--- config.mk ---
export PLATFORM = sky130hd
export DESIGN_NAME = data_memory_be_flat
export DESIGN_NICKNAME = d
export VERILOG_FILES = /design/src/rtl/mips_mem_pkg.sv /design/src/rtl/data_memory_be_if.sv /design/src/rtl/load_align_ext.sv /design/src/rtl/data_memory_be.sv /design/src/flat_wrapper.sv
export SDC_FILE = /design/constraint.sdc
export NUM_CORES = 2
export LEC_CHECK = 0
export CORE_MARGIN = 5
export CORE_UTILIZATION = 39
export CTS_BUF_LIST = sky130_fd_sc_hd__clkbuf_16
export CTS_CLUSTER_SIZE = 14
export DETAILED_ROUTE_END_ITERATION = 6
export PLACE_DENSITY = 0.57
export SLEW_MARGIN = 20
export SYNTH_ARGS = -nofsm -noshare
export SYNTH_HDL_FRONTEND = slang
export SYNTH_SLANG_ARGS = --single-unit
--- constraint.sdc ---
create_clock -name i_clock -period 8.14 [get_ports i_clock]
set_clock_uncertainty 0.1 [all_clocks]
set_input_delay 2.442 -clock i_clock [delete_from_list [all_inputs] [get_ports i_clock]]
set_output_delay 2.442 -clock i_clock [all_outputs]
set_load 0.01 [all_outputs]
--- src/rtl/mips_mem_pkg.sv ---
// Shared definitions for the MIPS data memory: access sizes, dump FSM states and clog2.
package mips_mem_pkg;

  localparam logic [1:0] SIZE_BYTE = 2'b01;
  localparam logic [1:0] SIZE_HALF = 2'b10;
  localparam logic [1:0] SIZE_WORD = 2'b11;

  typedef enum logic [1:0] {
    StIdle = 2'd0,
    StRd   = 2'd1,
    StSend = 2'd2,
    StDone = 2'd3
  } dump_state_e;

  function automatic int unsigned clog2(input int unsigned value);
    int unsigned result;
    result = 0;
    for (int i = 0; i < 32; i++) begin
      if ((64'(1) << i) < 64'(value)) result = i + 1;
    end
    return result;
  endfunction

endpackage

--- src/rtl/data_memory_be_if.sv ---
// Pipeline access and debug dump signals of the data memory, seen from both ends.
interface data_memory_be_if
  import mips_mem_pkg::*;
#(
  parameter int unsigned DATA_WIDTH  = 32,
  parameter int unsigned ADDR_WIDTH  = 32,
  parameter int unsigned DEPTH_WORDS = 64
);
  localparam int unsigned IDX_W = clog2(DEPTH_WORDS);

  logic [ADDR_WIDTH-1:0] i_address;
  logic [DATA_WIDTH-1:0] i_datawrite;
  logic                  i_memread;
  logic                  i_memwrite;
  logic                  i_signed;
  logic [1:0]            i_size;
  logic [DATA_WIDTH-1:0] o_dataread;
  logic                  o_misaligned;
  logic                  i_dump_start;
  logic                  i_dump_ready;
  logic                  o_dump_valid;
  logic [DATA_WIDTH-1:0] o_dump_data;
  logic [IDX_W-1:0]      o_dump_index;
  logic                  o_dump_done;
  logic                  o_busy;

  modport slave (
    input  i_address, i_datawrite, i_memread, i_memwrite, i_signed, i_size,
    input  i_dump_start, i_dump_ready,
    output o_dataread, o_misaligned, o_dump_valid, o_dump_data, o_dump_index, o_dump_done,
    output o_busy
  );

  modport master (
    output i_address, i_datawrite, i_memread, i_memwrite, i_signed, i_size,
    output i_dump_start, i_dump_ready,
    input  o_dataread, o_misaligned, o_dump_valid, o_dump_data, o_dump_index, o_dump_done,
    input  o_busy
  );

endinterface

--- src/rtl/load_align_ext.sv ---
// Selects the addressed byte/halfword of a memory word, right-aligns it and extends it.
module load_align_ext
  import mips_mem_pkg::*;
(
  input  logic [31:0] word_i,
  input  logic [1:0]  offset_i,
  input  logic [1:0]  size_i,
  input  logic        sign_ext_i,
  output logic [31:0] data_o
);

  logic [7:0]  byte_sel;
  logic [15:0] half_sel;

  always_comb begin
    byte_sel = word_i[8*offset_i +: 8];
    half_sel = offset_i[1] ? word_i[31:16] : word_i[15:0];
    data_o   = word_i;
    unique case (size_i)
      SIZE_BYTE: data_o = {{24{sign_ext_i & byte_sel[7]}}, byte_sel};
      SIZE_HALF: data_o = {{16{sign_ext_i & half_sel[15]}}, half_sel};
      default:   data_o = word_i;
    endcase
  end

endmodule

--- src/rtl/data_memory_be.sv ---
// Byte-addressed MIPS data memory with lane write enables, registered extending loads
// and a halted-pipeline dump engine streaming every word over valid/ready.
module data_memory_be
  import mips_mem_pkg::*;
#(
  parameter int unsigned DATA_WIDTH  = 32,
  parameter int unsigned ADDR_WIDTH  = 32,
  parameter int unsigned DEPTH_WORDS = 64
) (
  input logic             i_clock,
  input logic             i_reset,
  data_memory_be_if.slave bus
);

  localparam int unsigned IDX_W = clog2(DEPTH_WORDS);
  localparam logic [IDX_W-1:0] LAST_IDX = IDX_W'(DEPTH_WORDS - 1);

  logic [DATA_WIDTH-1:0] mem [DEPTH_WORDS];

  logic [IDX_W-1:0]      word_idx;
  logic [1:0]            offset;
  logic                  busy;
  logic                  misaligned;
  logic                  access;
  logic                  write_en;
  logic [3:0]            lane_en;
  logic [DATA_WIDTH-1:0] wdata;
  logic [DATA_WIDTH-1:0] load_data;

  dump_state_e           state_q, state_d;
  logic [IDX_W-1:0]      idx_q, idx_d;
  logic [DATA_WIDTH-1:0] dump_data_q;
  logic [DATA_WIDTH-1:0] dataread_q;
  logic                  misaligned_q;

  // Upper address bits wrap the address space and are intentionally ignored.
  logic unused_addr;
  assign unused_addr = ^bus.i_address[ADDR_WIDTH-1:IDX_W+2];

  assign word_idx = bus.i_address[IDX_W+1:2];
  assign offset   = bus.i_address[1:0];
  assign busy     = (state_q != StIdle);
  assign access   = !busy && (bus.i_memread || bus.i_memwrite);
  assign write_en = !busy && bus.i_memwrite && !misaligned;

  always_comb begin
    misaligned = 1'b0;
    lane_en    = 4'b1111;
    wdata      = bus.i_datawrite;
    unique case (bus.i_size)
      SIZE_BYTE: begin
        lane_en = 4'b0001 << offset;
        wdata   = {4{bus.i_datawrite[7:0]}};
      end
      SIZE_HALF: begin
        misaligned = offset[0];
        lane_en    = offset[1] ? 4'b1100 : 4'b0011;
        wdata      = {2{bus.i_datawrite[15:0]}};
      end
      default: misaligned = (offset != 2'b00);
    endcase
  end

  // No reset on the array: contents survive i_reset.
  always_ff @(posedge i_clock) begin
    for (int l = 0; l < 4; l++) begin
      if (write_en && lane_en[l]) mem[word_idx][8*l +: 8] <= wdata[8*l +: 8];
    end
  end

  load_align_ext u_load_align_ext (
    .word_i     (mem[word_idx]),
    .offset_i   (offset),
    .size_i     (bus.i_size),
    .sign_ext_i (bus.i_signed),
    .data_o     (load_data)
  );

  always_ff @(posedge i_clock) begin
    if (i_reset) begin
      dataread_q   <= '0;
      misaligned_q <= 1'b0;
    end else begin
      misaligned_q <= access && misaligned;
      if (access && misaligned) begin
        dataread_q <= '0;
      end else if (!busy && bus.i_memread) begin
        dataread_q <= load_data;
      end
    end
  end

  always_comb begin
    state_d = state_q;
    idx_d   = idx_q;
    unique case (state_q)
      StIdle: if (bus.i_dump_start) state_d = StRd;
      StRd:   state_d = StSend;
      StSend: begin
        if (bus.i_dump_ready) begin
          if (idx_q == LAST_IDX) begin
            state_d = StDone;
          end else begin
            idx_d   = idx_q + 1'b1;
            state_d = StRd;
          end
        end
      end
      StDone: begin
        state_d = StIdle;
        idx_d   = '0;
      end
      default: state_d = StIdle;
    endcase
  end

  always_ff @(posedge i_clock) begin
    if (i_reset) begin
      state_q     <= StIdle;
      idx_q       <= '0;
      dump_data_q <= '0;
    end else begin
      state_q <= state_d;
      idx_q   <= idx_d;
      if (state_q == StRd) dump_data_q <= mem[idx_q];
    end
  end

  assign bus.o_dataread   = dataread_q;
  assign bus.o_misaligned = misaligned_q;
  assign bus.o_dump_valid = (state_q == StSend);
  assign bus.o_dump_data  = dump_data_q;
  assign bus.o_dump_index = idx_q;
  assign bus.o_dump_done  = (state_q == StDone);
  assign bus.o_busy       = busy;

endmodule

--- src/flat_wrapper.sv ---
// flat-port wrapper written by rule: the top's interface ports become plain ports
module data_memory_be_flat import mips_mem_pkg::*;
#(
  parameter int unsigned DATA_WIDTH  = 32,
  parameter int unsigned ADDR_WIDTH  = 32,
  parameter int unsigned DEPTH_WORDS = 64
)
  (i_clock, i_reset, bus_i_address, bus_i_datawrite, bus_i_memread, bus_i_memwrite, bus_i_signed, bus_i_size, bus_i_dump_start, bus_i_dump_ready, bus_o_dataread, bus_o_misaligned, bus_o_dump_valid, bus_o_dump_data, bus_o_dump_index, bus_o_dump_done, bus_o_busy);
  data_memory_be_if #(.DATA_WIDTH(DATA_WIDTH), .ADDR_WIDTH(ADDR_WIDTH), .DEPTH_WORDS(DEPTH_WORDS)) bus_i ();
  input logic i_clock;
  input logic i_reset;
  input wire logic [$bits(bus_i.i_address)-1:0] bus_i_address;
  input wire logic [$bits(bus_i.i_datawrite)-1:0] bus_i_datawrite;
  input wire logic [$bits(bus_i.i_memread)-1:0] bus_i_memread;
  input wire logic [$bits(bus_i.i_memwrite)-1:0] bus_i_memwrite;
  input wire logic [$bits(bus_i.i_signed)-1:0] bus_i_signed;
  input wire logic [$bits(bus_i.i_size)-1:0] bus_i_size;
  input wire logic [$bits(bus_i.i_dump_start)-1:0] bus_i_dump_start;
  input wire logic [$bits(bus_i.i_dump_ready)-1:0] bus_i_dump_ready;
  output wire logic [$bits(bus_i.o_dataread)-1:0] bus_o_dataread;
  output wire logic [$bits(bus_i.o_misaligned)-1:0] bus_o_misaligned;
  output wire logic [$bits(bus_i.o_dump_valid)-1:0] bus_o_dump_valid;
  output wire logic [$bits(bus_i.o_dump_data)-1:0] bus_o_dump_data;
  output wire logic [$bits(bus_i.o_dump_index)-1:0] bus_o_dump_index;
  output wire logic [$bits(bus_i.o_dump_done)-1:0] bus_o_dump_done;
  output wire logic [$bits(bus_i.o_busy)-1:0] bus_o_busy;
  assign bus_i.i_address = bus_i_address;
  assign bus_i.i_datawrite = bus_i_datawrite;
  assign bus_i.i_memread = bus_i_memread;
  assign bus_i.i_memwrite = bus_i_memwrite;
  assign bus_i.i_signed = bus_i_signed;
  assign bus_i.i_size = bus_i_size;
  assign bus_i.i_dump_start = bus_i_dump_start;
  assign bus_i.i_dump_ready = bus_i_dump_ready;
  assign bus_o_dataread = bus_i.o_dataread;
  assign bus_o_misaligned = bus_i.o_misaligned;
  assign bus_o_dump_valid = bus_i.o_dump_valid;
  assign bus_o_dump_data = bus_i.o_dump_data;
  assign bus_o_dump_index = bus_i.o_dump_index;
  assign bus_o_dump_done = bus_i.o_dump_done;
  assign bus_o_busy = bus_i.o_busy;
  data_memory_be #(.DATA_WIDTH(DATA_WIDTH), .ADDR_WIDTH(ADDR_WIDTH), .DEPTH_WORDS(DEPTH_WORDS)) u_core (.i_clock(i_clock), .i_reset(i_reset), .bus(bus_i));
endmodule
==> flow_metrics.env <==
export IMPL_grt_max_degree=113
export IMPL_synth_fp_nets=5707
export IMPL_hold_viol_final=0
export IMPL_via_per_inst=6.82
export IMPL_setup_viol=0
export IMPL_coreArea_sq_um=248000
export IMPL_synth_top_cell_area_share_pct=63.4
export IMPL_dieArea_sq_um=259000
export IMPL_gp_congestion=0.932
export IMPL_period_needed_ps=6510
export IMPL_postCtsSetupBuffers=0
export IMPL_wl_per_cell_microns=40.5
export IMPL_cp_start_kind="input pin"
export IMPL_p_int_mw=18.4
export IMPL_clkPwrFrac_pct=41.0
export IMPL_synth_ff_type="edfxtp_1"
export IMPL_holdPathEnd="u_core.bus.o_dump_data[27]$_SDFFE_PP0N_"
export IMPL_ir_drop_v=0.000245
export IMPL_first_iter_violations=10800
export IMPL_crit_reg2reg_capture="u_core.bus.o_dump_data[8]$_SDFFE_PP0N_"
export IMPL_initial_utilization_pct=39.1
export IMPL_worst_path_max_fanout=18
export IMPL_tns_ps=0
export IMPL_vias=64100
export IMPL_worst_slew_margin_rel_pct=19.7
export IMPL_yosysMostFrequentCell="edfxtp_1"
export IMPL_dieWidth_microns=509
export IMPL_hp_class="reg2reg"
export IMPL_clock_fmax_mhz=154
export IMPL_finalNetCount=5945
export IMPL_worstMarginPinSlew_ps=1200
export IMPL_syn_inst=5631
export IMPL_overflow=0
export IMPL_power_share_switching_pct=24.0
export IMPL_portBuffers=122
export IMPL_fp_dieH_microns=509
export IMPL_io_pins=147
export IMPL_reg2reg_depth=9
export IMPL_drv_cap=0
export IMPL_row_count=183
export IMPL_leakagePower_nw=33.6
export IMPL_cp_cell_sequence="clkdlybuf4s50_1 > buf_4 > or3b_2 > nor3_1 > a21oi_1 > and4_1 > o21ai_1 > buf_4 > a2bb2oi_2 > a21oi_4 > a221oi_1"
export IMPL_cts_max_level=4
export IMPL_worstPathRequired_ps=8850
export IMPL_antenna_found_initial=25
export IMPL_end_kind="flip-flop"
export IMPL_mappedNetlistArea_sq_um=97000
export IMPL_synth_top_cell_by_area="edfxtp_1"
export IMPL_clkLatencyLatePin_ps=910
export IMPL_yosysSeqAreaShare_pct=64.9
export IMPL_layout_drive_gt1_share_pct=26.7
export IMPL_clock_path_buffers=3
export IMPL_arrival_ps=7220
export IMPL_grt_pass1_wl_microns=515000
export IMPL_max_stage_delay_ps=1140
export IMPL_switching_power_mw=5.83
export IMPL_avgSynthCellArea_sq_um=17.2
export IMPL_cts_resized_gates=0
export IMPL_async_flop_share_pct=0
export IMPL_min_from="u_core.bus.o_dump_data[27]$_SDFFE_PP0N_"
export IMPL_cts_buffers=214
export IMPL_area_growth_syn_to_layout_pct=14.4
export IMPL_first_pass_iters=7
export IMPL_power_frac_seq_pct=50.2
export IMPL_rsz0062_at_grt="no"
export IMPL_cts_sinks=2121
export IMPL_grt_use_total_pct=28.6
export IMPL_slowest_stage="clkdlybuf4s50_1"
export IMPL_hold_buffers=0
export IMPL_fin_crit_sh_pct=80.0
export IMPL_status="complete, but fails checks"
export IMPL_synthTopCellsByArea="edfxtp_1, mux4_2, a22oi_1, dfxtp_1, nor2_1"
export IMPL_p_per_area_nw_per_um2=219
export IMPL_reg2reg_slack_ps=3710
export IMPL_power_frac_comb_pct=8.9
export IMPL_ys_ff_latch=2121
export IMPL_violations="DRC"
export IMPL_cts_tree="yes"
export IMPL_holdWs_ps=359
export IMPL_cts_clk_slew_worst_paths_ps=60
export IMPL_ys_types=88
export IMPL_yosysWarnings=0
export IMPL_synth_edf_count=2048
export IMPL_drc=1
export IMPL_synth_top_cells_by_count="edfxtp_1, mux4_2, a22oi_1"
export IMPL_root_buffer="clkbuf_16"
export IMPL_grt_pass1_vias=61200
export IMPL_detail_route_antenna_nets=0
export IMPL_final_util_pct=44.7
export IMPL_dp_hpwl_microns=248000
export IMPL_r2r_start="u_core.bus.o_dump_index[0]$_SDFFE_PP0P_"
export IMPL_cpMostUsedCell="buf_4"
export IMPL_routed_wl_microns=381000
export IMPL_drv_slew=0
export IMPL_critical_path_class="in2reg"
export IMPL_hold_depth=2
## cell families (layout without fill, tap and decap cells)
logic type / Yosys count / in the layout / synth area share (%)
XOR/XNOR: 4 / 4 / 0.0361
multiplexers: 897 / 897 / 18.7
buffers and inverters: 525 / 943 / 2.47
AO/OA/AOI/OAI: 1223 / 1223 / 9.45
adder cells (fa/ha/maj): 3 / 3 / 0.0387
AND/OR/NAND/NOR: 858 / 858 / 4.44
flip-flops: 2121 / 2121 / 64.9
other: 0 / 16 / 0
## power groups by stage
stage	Sequential, mW	Clock [mW]	Combinational [mW]
6_report	12.2	9.95	2.15
4_1_cts	12.2	10.0	2.10
3_5_place_dp	12.4	0	2.10
3_3_place_gp	12.4	0	2.08
2_1_floorplan	12.4	0	1.09
5_1_grt	12.2	10.5	2.20
## layout by cell type, fill, tap and decap left out, types with 71 or more instances in the layout
| cell type | count |
|---|---|
| mux4_2 | 720 |
| a31oi_1 | 71 |
| buf_4 | 371 |
| a22oi_1 | 474 |
| clkdlybuf4s50_1 | 109 |
| a22o_1 | 115 |
| edfxtp_1 | 2048 |
| a221oi_1 | 123 |
| nor2_1 | 304 |
| clkbuf_16 | 218 |
| a21oi_1 | 125 |
| nand2_1 | 212 |
| mux2i_1 | 111 |
## how the worst max path moves through the flow
stage | from | depth (start not counted) | end
2_1_floorplan | bus_i_size[0] | 7 | u_core.mem[0][25]$_DFFE_PP_
3_3_place_gp | bus_i_address[6] | 9 | u_core.bus.o_dataread[4]$_SDFFE_PP0P_
3_5_place_dp | bus_i_address[6] | 9 | u_core.bus.o_dataread[4]$_SDFFE_PP0P_
4_1_cts | bus_i_address[6] | 9 | u_core.bus.o_dataread[4]$_SDFFE_PP0P_
5_1_grt | bus_i_address[6] | 11 | u_core.bus.o_dataread[7]$_SDFFE_PP0P_
6_report | bus_i_address[6] | 11 | u_core.bus.o_dataread[7]$_SDFFE_PP0P_
## through the flow
step                      area [sq um]  power, mW  cells  worst slack, ps
final                           111000       24.3   9395             1630
after global routing            111000       24.8   9382             1750
after floorplan                  97000       13.5   5631             1300
after global placement          104000       14.5   8983              941
after CTS                       111000       24.3   9379             1900
after detailed placement        104000       14.5   8983              952
## state kept, by name (all words and copies together) (netlist names)
signal                   cells
u_core.bus.o_dump_index      6
u_core.bus.o_dataread       32
u_core.mem                2048
u_core.state_q               2
u_core.bus.o_misaligned      1
u_core.bus.o_dump_data      32
## critical path: cells and delay by family
family	cells	cell delay, ps
AO/OA/AOI/OAI	5	1340
buffers and inverters	3	1840
AND/OR/NAND/NOR	3	1550
## cell type report
class	count	area, sq um
Antenna cell	16	40.0
Clock buffer	218	5460
Clock inverter	178	1530
Fill cell	21500	137000
Inverter	22	82.6
Multi-Input combinational cell	2985	32100
Sequential cell	2121	63000
Tap cell	3330	4170
Timing Repair Buffer	525	4610
## routing by layer
metal,part of all wire [%],track usage (%)
met5,0.033,0
met4,6.3,15.6
met3,13,9.06
met2,44,42.3
met1,36,37.8
(Power assumes the default switching activity.)
